[src/rtl/sd_pkg.sv]
// Shared encodings for the SD card SPI-mode command sequencer and its engine.
package sd_pkg;

  typedef enum logic [3:0] {
    StIdle   = 4'h0,
    StPwrup  = 4'h1,
    StCmd0   = 4'h2,
    StCmd8   = 4'h3,
    StCmd55  = 4'h4,
    StAcmd41 = 4'h5,
    StWait   = 4'h6,
    StCmd58  = 4'h7,
    StCmd16  = 4'h8,
    StReady  = 4'h9,
    StCmd17  = 4'hA,
    StData   = 4'hB,
    StError  = 4'hC
  } state_e;

  localparam logic [5:0] Cmd0Idx   = 6'd0;
  localparam logic [5:0] Cmd8Idx   = 6'd8;
  localparam logic [5:0] Cmd16Idx  = 6'd16;
  localparam logic [5:0] Cmd17Idx  = 6'd17;
  localparam logic [5:0] Cmd55Idx  = 6'd55;
  localparam logic [5:0] Acmd41Idx = 6'd41;
  localparam logic [5:0] Cmd58Idx  = 6'd58;

  localparam logic [6:0] Crc0    = 7'h4A;
  localparam logic [6:0] Crc8    = 7'h43;
  localparam logic [6:0] CrcNone = 7'h7F;

  localparam logic [3:0] ErrCmd0    = 4'd1;
  localparam logic [3:0] ErrCmd8    = 4'd2;
  localparam logic [3:0] ErrAcmd41  = 4'd3;
  localparam logic [3:0] ErrCmd58   = 4'd4;
  localparam logic [3:0] ErrCmd16   = 4'd5;
  localparam logic [3:0] ErrCmd17   = 4'd6;
  localparam logic [3:0] ErrData    = 4'd7;
  localparam logic [3:0] ErrTimeout = 4'd8;

  localparam logic [11:0] Cmd8Pattern = 12'h1AA;

  function automatic logic is_cmd_state(state_e s);
    return (s == StCmd0) || (s == StCmd8) || (s == StCmd55) || (s == StAcmd41) ||
           (s == StCmd58) || (s == StCmd16) || (s == StCmd17);
  endfunction

endpackage

[src/rtl/sd_cmd_sequencer.sv]
// SPI-mode SD card initialisation and CMD17 single-block read sequencer.
module sd_cmd_sequencer
  import sd_pkg::*;
#(
  parameter int unsigned CMD0_RETRIES   = 8,
  parameter int unsigned ACMD41_RETRIES = 1000,
  parameter int unsigned RETRY_WAIT     = 27000
) (
  input  logic        CLOCK_27,
  input  logic        RST,
  input  logic        start,
  output logic        pwrup_req,
  input  logic        pwrup_done,
  output logic        cmd_valid,
  input  logic        cmd_ready,
  output logic [5:0]  cmd_index,
  output logic [31:0] cmd_arg,
  output logic [6:0]  cmd_crc,
  output logic        cmd_long,
  input  logic        resp_valid,
  input  logic        resp_timeout,
  input  logic [7:0]  resp_r1,
  input  logic [31:0] resp_data,
  output logic        spi_fast,
  input  logic        rd_req,
  input  logic [31:0] rd_addr,
  output logic        rd_ack,
  output logic        data_start,
  input  logic        data_done,
  input  logic        data_err,
  output logic        ready,
  output logic        busy,
  output logic        error,
  output logic [3:0]  err_code,
  output logic        sdhc,
  output logic [3:0]  state_out
);

  state_e      state_q, state_d;
  logic        cmd_valid_q, cmd_valid_d, cmd_sent_q, cmd_sent_d;
  logic [5:0]  cmd_index_q, cmd_index_d;
  logic [31:0] cmd_arg_q, cmd_arg_d, rd_arg_q, rd_arg_d, wait_cnt_q, wait_cnt_d;
  logic [6:0]  cmd_crc_q, cmd_crc_d;
  logic        cmd_long_q, cmd_long_d;
  logic [15:0] cmd0_cnt_q, cmd0_cnt_d, acmd_cnt_q, acmd_cnt_d;
  logic        hcs_q, hcs_d, sdhc_q, sdhc_d, spi_fast_q, spi_fast_d;
  logic        rd_ack_q, rd_ack_d, data_start_q, data_start_d;
  logic [3:0]  err_code_q, err_code_d, err_set;
  logic        resp_ok, resp_to;

  // Responses only count while a command has been accepted and not yet answered.
  assign resp_to = cmd_sent_q & resp_timeout;
  assign resp_ok = cmd_sent_q & resp_valid & ~resp_timeout;

  always_comb begin
    state_d      = state_q;
    cmd_valid_d  = cmd_valid_q;
    cmd_sent_d   = cmd_sent_q;
    cmd_index_d  = cmd_index_q;
    cmd_arg_d    = cmd_arg_q;
    cmd_crc_d    = cmd_crc_q;
    cmd_long_d   = cmd_long_q;
    rd_arg_d     = rd_arg_q;
    wait_cnt_d   = wait_cnt_q;
    cmd0_cnt_d   = cmd0_cnt_q;
    acmd_cnt_d   = acmd_cnt_q;
    hcs_d        = hcs_q;
    sdhc_d       = sdhc_q;
    spi_fast_d   = spi_fast_q;
    err_code_d   = err_code_q;
    rd_ack_d     = 1'b0;
    data_start_d = 1'b0;
    err_set      = 4'd0;

    if (is_cmd_state(state_q) && !cmd_valid_q && !cmd_sent_q) begin
      cmd_valid_d = 1'b1;
      cmd_arg_d   = 32'd0;
      cmd_crc_d   = CrcNone;
      cmd_long_d  = 1'b0;
      case (state_q)
        StCmd0:   begin cmd_index_d = Cmd0Idx; cmd_crc_d = Crc0; end
        StCmd8:   begin
          cmd_index_d = Cmd8Idx;
          cmd_arg_d   = {20'd0, Cmd8Pattern};
          cmd_crc_d   = Crc8;
          cmd_long_d  = 1'b1;
        end
        StCmd55:  cmd_index_d = Cmd55Idx;
        StAcmd41: begin cmd_index_d = Acmd41Idx; cmd_arg_d = {1'b0, hcs_q, 30'd0}; end
        StCmd58:  begin cmd_index_d = Cmd58Idx; cmd_long_d = 1'b1; end
        StCmd16:  begin cmd_index_d = Cmd16Idx; cmd_arg_d = 32'd512; end
        default:  begin cmd_index_d = Cmd17Idx; cmd_arg_d = rd_arg_q; end
      endcase
    end else if (cmd_valid_q && cmd_ready) begin
      cmd_valid_d = 1'b0;
      cmd_sent_d  = 1'b1;
    end

    if (resp_ok || resp_to) cmd_sent_d = 1'b0;

    case (state_q)
      StIdle: ;
      StPwrup: if (pwrup_done) state_d = StCmd0;
      StCmd0: begin
        if (resp_ok && resp_r1 == 8'h01) begin
          state_d = StCmd8;
        end else if (resp_ok || resp_to) begin
          if (32'(cmd0_cnt_q) + 32'd1 >= CMD0_RETRIES) err_set = ErrCmd0;
          else cmd0_cnt_d = cmd0_cnt_q + 16'd1;
        end
      end
      StCmd8: begin
        if (resp_to) err_set = ErrTimeout;
        else if (resp_ok) begin
          if (resp_r1 == 8'h01 && resp_data[11:0] == Cmd8Pattern) begin
            hcs_d = 1'b1; state_d = StCmd55;
          end else if (resp_r1 == 8'h05) begin
            hcs_d = 1'b0; state_d = StCmd55;
          end else err_set = ErrCmd8;
        end
      end
      StCmd55: begin
        if (resp_to) err_set = ErrTimeout;
        else if (resp_ok) begin
          if (resp_r1 == 8'h00 || resp_r1 == 8'h01) state_d = StAcmd41;
          else err_set = ErrAcmd41;
        end
      end
      StAcmd41: begin
        if (resp_to) err_set = ErrTimeout;
        else if (resp_ok) begin
          if (resp_r1 == 8'h00) state_d = StCmd58;
          else if (resp_r1 == 8'h01 && 32'(acmd_cnt_q) + 32'd1 < ACMD41_RETRIES) begin
            acmd_cnt_d = acmd_cnt_q + 16'd1;
            wait_cnt_d = RETRY_WAIT - 32'd1;
            state_d    = StWait;
          end else err_set = ErrAcmd41;
        end
      end
      StWait: begin
        if (wait_cnt_q == 32'd0) state_d = StCmd55;
        else wait_cnt_d = wait_cnt_q - 32'd1;
      end
      StCmd58: begin
        if (resp_to) err_set = ErrTimeout;
        else if (resp_ok) begin
          if (resp_r1 != 8'h00) err_set = ErrCmd58;
          else begin
            sdhc_d  = hcs_q & resp_data[30];
            state_d = (hcs_q & resp_data[30]) ? StReady : StCmd16;
          end
        end
      end
      StCmd16: begin
        if (resp_to) err_set = ErrTimeout;
        else if (resp_ok) begin
          if (resp_r1 == 8'h00) state_d = StReady;
          else err_set = ErrCmd16;
        end
      end
      StReady: begin
        if (rd_req) begin
          rd_ack_d = 1'b1;
          rd_arg_d = sdhc_q ? rd_addr : {rd_addr[22:0], 9'd0};
          state_d  = StCmd17;
        end
      end
      StCmd17: begin
        if (resp_to) err_set = ErrTimeout;
        else if (resp_ok) begin
          if (resp_r1 == 8'h00) begin
            state_d = StData; data_start_d = 1'b1;
          end else err_set = ErrCmd17;
        end
      end
      StData: begin
        if (data_done) begin
          if (data_err) err_set = ErrData;
          else state_d = StReady;
        end
      end
      StError: ;
      default: state_d = StIdle;
    endcase

    if (err_set != 4'd0) begin
      state_d    = StError;
      err_code_d = err_set;
    end
    if (state_d == StReady) spi_fast_d = 1'b1;

    // A restart abandons any outstanding command and all discovered card state.
    if (start) begin
      state_d      = StPwrup;
      cmd_valid_d  = 1'b0;
      cmd_sent_d   = 1'b0;
      cmd0_cnt_d   = 16'd0;
      acmd_cnt_d   = 16'd0;
      hcs_d        = 1'b0;
      sdhc_d       = 1'b0;
      spi_fast_d   = 1'b0;
      err_code_d   = 4'd0;
      rd_ack_d     = 1'b0;
      data_start_d = 1'b0;
    end
  end

  always_ff @(posedge CLOCK_27 or posedge RST) begin
    if (RST) begin
      state_q      <= StIdle;
      cmd_valid_q  <= 1'b0;
      cmd_sent_q   <= 1'b0;
      cmd_index_q  <= 6'd0;
      cmd_arg_q    <= 32'd0;
      cmd_crc_q    <= 7'd0;
      cmd_long_q   <= 1'b0;
      rd_arg_q     <= 32'd0;
      wait_cnt_q   <= 32'd0;
      cmd0_cnt_q   <= 16'd0;
      acmd_cnt_q   <= 16'd0;
      hcs_q        <= 1'b0;
      sdhc_q       <= 1'b0;
      spi_fast_q   <= 1'b0;
      err_code_q   <= 4'd0;
      rd_ack_q     <= 1'b0;
      data_start_q <= 1'b0;
    end else begin
      state_q      <= state_d;
      cmd_valid_q  <= cmd_valid_d;
      cmd_sent_q   <= cmd_sent_d;
      cmd_index_q  <= cmd_index_d;
      cmd_arg_q    <= cmd_arg_d;
      cmd_crc_q    <= cmd_crc_d;
      cmd_long_q   <= cmd_long_d;
      rd_arg_q     <= rd_arg_d;
      wait_cnt_q   <= wait_cnt_d;
      cmd0_cnt_q   <= cmd0_cnt_d;
      acmd_cnt_q   <= acmd_cnt_d;
      hcs_q        <= hcs_d;
      sdhc_q       <= sdhc_d;
      spi_fast_q   <= spi_fast_d;
      err_code_q   <= err_code_d;
      rd_ack_q     <= rd_ack_d;
      data_start_q <= data_start_d;
    end
  end

  logic unused_resp_data;
  assign unused_resp_data = ^{resp_data[31], resp_data[29:12]};

  assign pwrup_req  = (state_q == StPwrup);
  assign cmd_valid  = cmd_valid_q;
  assign cmd_index  = cmd_index_q;
  assign cmd_arg    = cmd_arg_q;
  assign cmd_crc    = cmd_crc_q;
  assign cmd_long   = cmd_long_q;
  assign spi_fast   = spi_fast_q;
  assign rd_ack     = rd_ack_q;
  assign data_start = data_start_q;
  assign ready      = (state_q == StReady);
  assign error      = (state_q == StError);
  assign busy       = !((state_q == StIdle) || (state_q == StReady) || (state_q == StError));
  assign err_code   = err_code_q;
  assign sdhc       = sdhc_q;
  assign state_out  = state_q;

endmodule

[config.mk]
export PLATFORM = sky130hd
export DESIGN_NAME = sd_cmd_sequencer
export DESIGN_NICKNAME = d
export VERILOG_FILES = /design/src/rtl/sd_pkg.sv /design/src/rtl/sd_cmd_sequencer.sv
export SDC_FILE = /design/constraint.sdc
export NUM_CORES = 1
export LEC_CHECK = 0
export CAP_MARGIN = 15
export CORE_MARGIN = 4
export CORE_UTILIZATION = 25
export DETAILED_ROUTE_END_ITERATION = 8
export GPL_TIMING_DRIVEN = 0
export SYNTH_ARGS = -nofsm -noshare
export SYNTH_HDL_FRONTEND = slang
export SYNTH_SLANG_ARGS = --single-unit
[constraint.sdc]
create_clock -name CLOCK_27 -period 12.95 [get_ports CLOCK_27]
set_input_delay 2.59 -clock CLOCK_27 [delete_from_list [all_inputs] [get_ports CLOCK_27]]
set_output_delay 2.59 -clock CLOCK_27 [all_outputs]
set_load 0.005 [all_outputs]
==> flow_summary_export.csv, run 1 <==
group,metric,value,unit
status,status,"finished, final reports clean",
route,route.vias.total,6705,
synthesis,syn_area,7657,um2
worst_setup_path,critPathRequiredTime,13.24,ns
worst_setup_path,reg2reg_depth,9,
timing,finalCritPeriodShare,41.69,%
worst_setup_path,r2r-start,"acmd_cnt_q[0]",
clock_network,insertion_delay,0.44,ns
timing,layout_min_cycle_time,5.399,ns
clock_network,cts_tree,"built",
floorplan,placeableCoreArea,29950,um2
power,seq_power_share,42.7,%
timing,hold_violations,0,
floorplan,fp-row-count,63,
timing,finalMaxSlewViolations,0,
timing,rsz0062_at_grt,"false",
timing,skew,0.01532,ns
worst_setup_path,critPathCapture,"wait_cnt_q[19]",
synthesis,synth_cell_types,62,
floorplan,ios,145,
worst_setup_path,reg2reg_to,"wait_cnt_q[19]",
synthesis,synth_seq_cells,154,
floorplan,initial_core_util,25.56,%
clock_network,post_cts_buffers,0,
synthesis,synth_top_cell_by_area,"dfrtp_1",
clock_network,clkTransAtPathRegs,0.07,ns
power,pwr-share-comb,15.1,%
route,postRouteAntennaNets,0,
synthesis,yosysWarnings,0,
power,pwr-share-clk,42.2,%
synthesis,async_reset_ff_share,100.0,%
grt,grt_pass1_wl,36470,um
power,leakage,0.003772,uW
worst_setup_path,critPathLaunchType,"input pin",
clock_network,cts-hold-fix-buffers,0,
clock_network,cts.path.max_buffers,2,
place,gp_congestion,0.8747,
route,drc,0,
layout,drive_above_1_share,5.775,%
grt,track_usage,13.52,%
worst_hold_path,hold_class,"flip-flop to flip-flop",
power,power_density,122.3,nW/um2
place,place.port_buffers,125,
synthesis,netlist_instances,827,
grt,antenna_found_initial,2,
power,power.internal,880.1,uW
worst_setup_path,startpoint,"resp_r1[1]",
route,dr.pass1.iters,7,
grt,grt_pass1_vias,6649,
worst_setup_path,arrival,5.69,ns
layout,fill_cells,3107,
power,p_sw,350.4,uW
worst_setup_path,critical_path_class,"input pin to flip-flop",
clock_network,cts-root-buf,"clkbuf_16",
synthesis,synth_edf_count,0,
layout,antenna_cells,0,
timing,fmax,0.1852,GHz
floorplan,dieArea,33490,um2
timing,worstMarginPinSlew,1.084,ns
route,first_iter_violations,362,
grt,grt_max_degree,101,
timing,fin_hold_ws,0.4803,ns
floorplan,die_x,183.0,um
clock_network,htree_levels,4,
worst_setup_path,reg2reg_slack,9.57,ns
route,post_drt_wl_per_cell,16.66,um
worst_setup_path,end_kind,"flip-flop",
worst_setup_path,crit_path_max_fanout,10,
synthesis,ys.flop_type,"dfrtp_1",
synthesis,syn_nets,913,
flow_run,maxCapViolations,0,
power,switching_share,28.47,%
clock_network,post_cts_resized,0,
grt,grt_overflow,0,
route,wl,22940,um
synthesis,yosys.area.top_type_share,50.33,%
layout,fin_nets,1060,
power,ir_worst_vdd,76.06,uV
layout,syn_to_final_growth,31.44,%
timing,setup_violations,0,
clock_network,cts_num_sinks,154,
synthesis,postSynthAreaPerCell,9.259,um2
clock_network,cts_made_buffers,17,
floorplan,die_h,183.0,um
route,routed_via_density,4.869,
synthesis,synthTopCellsByArea,"dfrtp_1 (50%), nand2_1 (6.8%), o21ai_0 (5.6%), mux2i_1 (3.7%), xnor2_1 (3.2%)",
synthesis,synth_seq_area_share,50.33,%
timing,max_slew_margin,27.27,%
place,hpwl,17060,um
timing,setup-tns-final,0,ns
-- through the flow --
step	power, uW	util (%)	area, um2	std cells	worst slack (ns)
3_5_place_dp	722.5	31.53	9444	1345	7.076
4_1_cts	1244	33.60	10060	1377	7.525
5_1_grt	1283	33.60	10060	1377	7.322
3_3_place_gp	718.1	31.37	9397	1342	3.882
2_1_floorplan	602.7	-	7657	827	6.210
6_report	1230	33.60	10060	1377	7.551
-- how the worst min path moves through the flow --
stage | from | end | slack (ns) | depth (start not counted)
CTS | cmd_index[4] | cmd_index[4] | 0.49 | 1
global route | cmd_arg[4] | cmd_arg[4] | 0.50 | 2
detailed placement | cmd_index[4] | cmd_index[4] | 0.47 | 1
floorplan | rd_arg_q[0] | rd_arg_q[0] | 0.45 | 2
finish | cmd_arg[27] | cmd_arg[27] | 0.48 | 2
global placement | cmd_index[3] | cmd_index[3] | 0.46 | 2
-- kinds of logic after synthesis --
family                     Yosys count  synth area share [%]
and+or+nand+nor                    377                 24.84
adders and majority gates            4                0.6536
DFF                                154                 50.33
muxes                               31                 4.101
AOI/OAI and AO/OA                  165                 12.66
buffers and inverters               58                 3.072
xor gates and xnor gates            38                 4.346
-- cells in the mapped netlist (4+ instances only) --
| library cell | instances |
|---|---|
| dfrtp_1 | 154 |
| a21oi_1 | 30 |
| nor2_1 | 58 |
| and4_1 | 4 |
| nor3_1 | 26 |
| o22ai_1 | 4 |
| nand4_1 | 20 |
| and2_1 | 23 |
| nand3_1 | 21 |
| nor2b_1 | 6 |
| nor4_1 | 13 |
| inv_1 | 9 |
| nand2_1 | 138 |
| ha_1 | 4 |
| xor2_1 | 10 |
| clkbuf_1 | 38 |
| xnor2_1 | 28 |
| a31oi_1 | 9 |
| o31ai_1 | 5 |
| or3_1 | 16 |
| a41oi_1 | 4 |
| o21ai_0 | 85 |
| buf_2 | 4 |
| and3_1 | 8 |
| or4_1 | 9 |
| a211oi_1 | 4 |
| mux2i_1 | 28 |
| nand2b_1 | 11 |
-- cell usage in the layout (no fill, tap or decap), drive strengths merged, types with 10 or more instances in the layout --
master	netlist	routed
xnor2	28	28
clkdlybuf4s50	0	125
buf	10	13
and2	23	23
o21ai	85	85
a21oi	30	30
or3	16	16
nand4	20	20
nand2b	11	11
nor2	58	58
inv	9	17
nor4	16	16
xor2	10	10
nor3	27	27
clkbuf	39	56
dfrtp	154	154
nand2	139	139
mux2i	28	28
nand3	21	21
-- layout make-up --
type / count / area, um2 / area share [%]
timing repair buffer: 128 / 1291 / 12.83
sequential: 154 / 3854 / 38.29
tap: 390 / 488.0 / 4.848
clock inverter: 15 / 195.2 / 1.939
inverter: 9 / 41.29 / 0.4102
buffer: 49 / 201.4 / 2.001
multi-input combinational: 615 / 3568 / 35.45
clock buffer: 17 / 425.4 / 4.227
-- per-layer routing --
layer	track usage (%)	wire length, um	up-vias
li1	-	-	3229
met1	18.02	10370	3216
met2	21.63	10680	218
met3	4.244	1467	38
met4	3.159	394	4
met5	0	26	-
-- power groups by stage --
stage | Sequential, uW | Clock, uW | Combinational (uW)
4_1_cts | 525 | 529 | 189
6_report | 525 | 519 | 186
3_5_place_dp | 534 | 0 | 188
3_3_place_gp | 534 | 0 | 185
5_1_grt | 528 | 551 | 204
2_1_floorplan | 534 | 0 | 69.2
-- state kept, by name, indices dropped and copies added, names as in the netlist, 4 cells and up --
register and cells:
acmd_cnt_q 16, wait_cnt_q 32, cmd0_cnt_q 16, err_code 4
cmd_index 6, state_out 4, cmd_crc 4, rd_arg_q 32
cmd_arg 32
-- critical path, stage by stage --
cell,delay (ns)
clkdlybuf4s50_1,0.44
nor4_4,0.49
nand4_1,0.13
mux2_2,0.28
or4_1,0.39
buf_2,0.21
nor3_2,0.58
clkbuf_1,0.47
nor2_1,0.10
Note: power is estimated with default switching activity, not from simulation.
==> run 2: changes to the inputs <==
==> constraint.sdc (replaced) <==
create_clock -name CLOCK_27 -period 5.6 [get_ports CLOCK_27]
set_input_delay 1.12 -clock CLOCK_27 [delete_from_list [all_inputs] [get_ports CLOCK_27]]
set_output_delay 1.12 -clock CLOCK_27 [all_outputs]
set_load 0.005 [all_outputs]
==> results of run 2 <==
The final DEF is identical to that of run 1. Status: finished, final reports clean.
Among the figures that moved: setup slack after placement 7.076 ns -> 1.196 ns; setup slack after layout 7.551 ns -> 1.671 ns; register-to-register setup slack 9.57 ns -> 2.22 ns; total power 1230 uW -> 2845 uW; worst IR drop on VDD 76.06 uV -> 175.9 uV
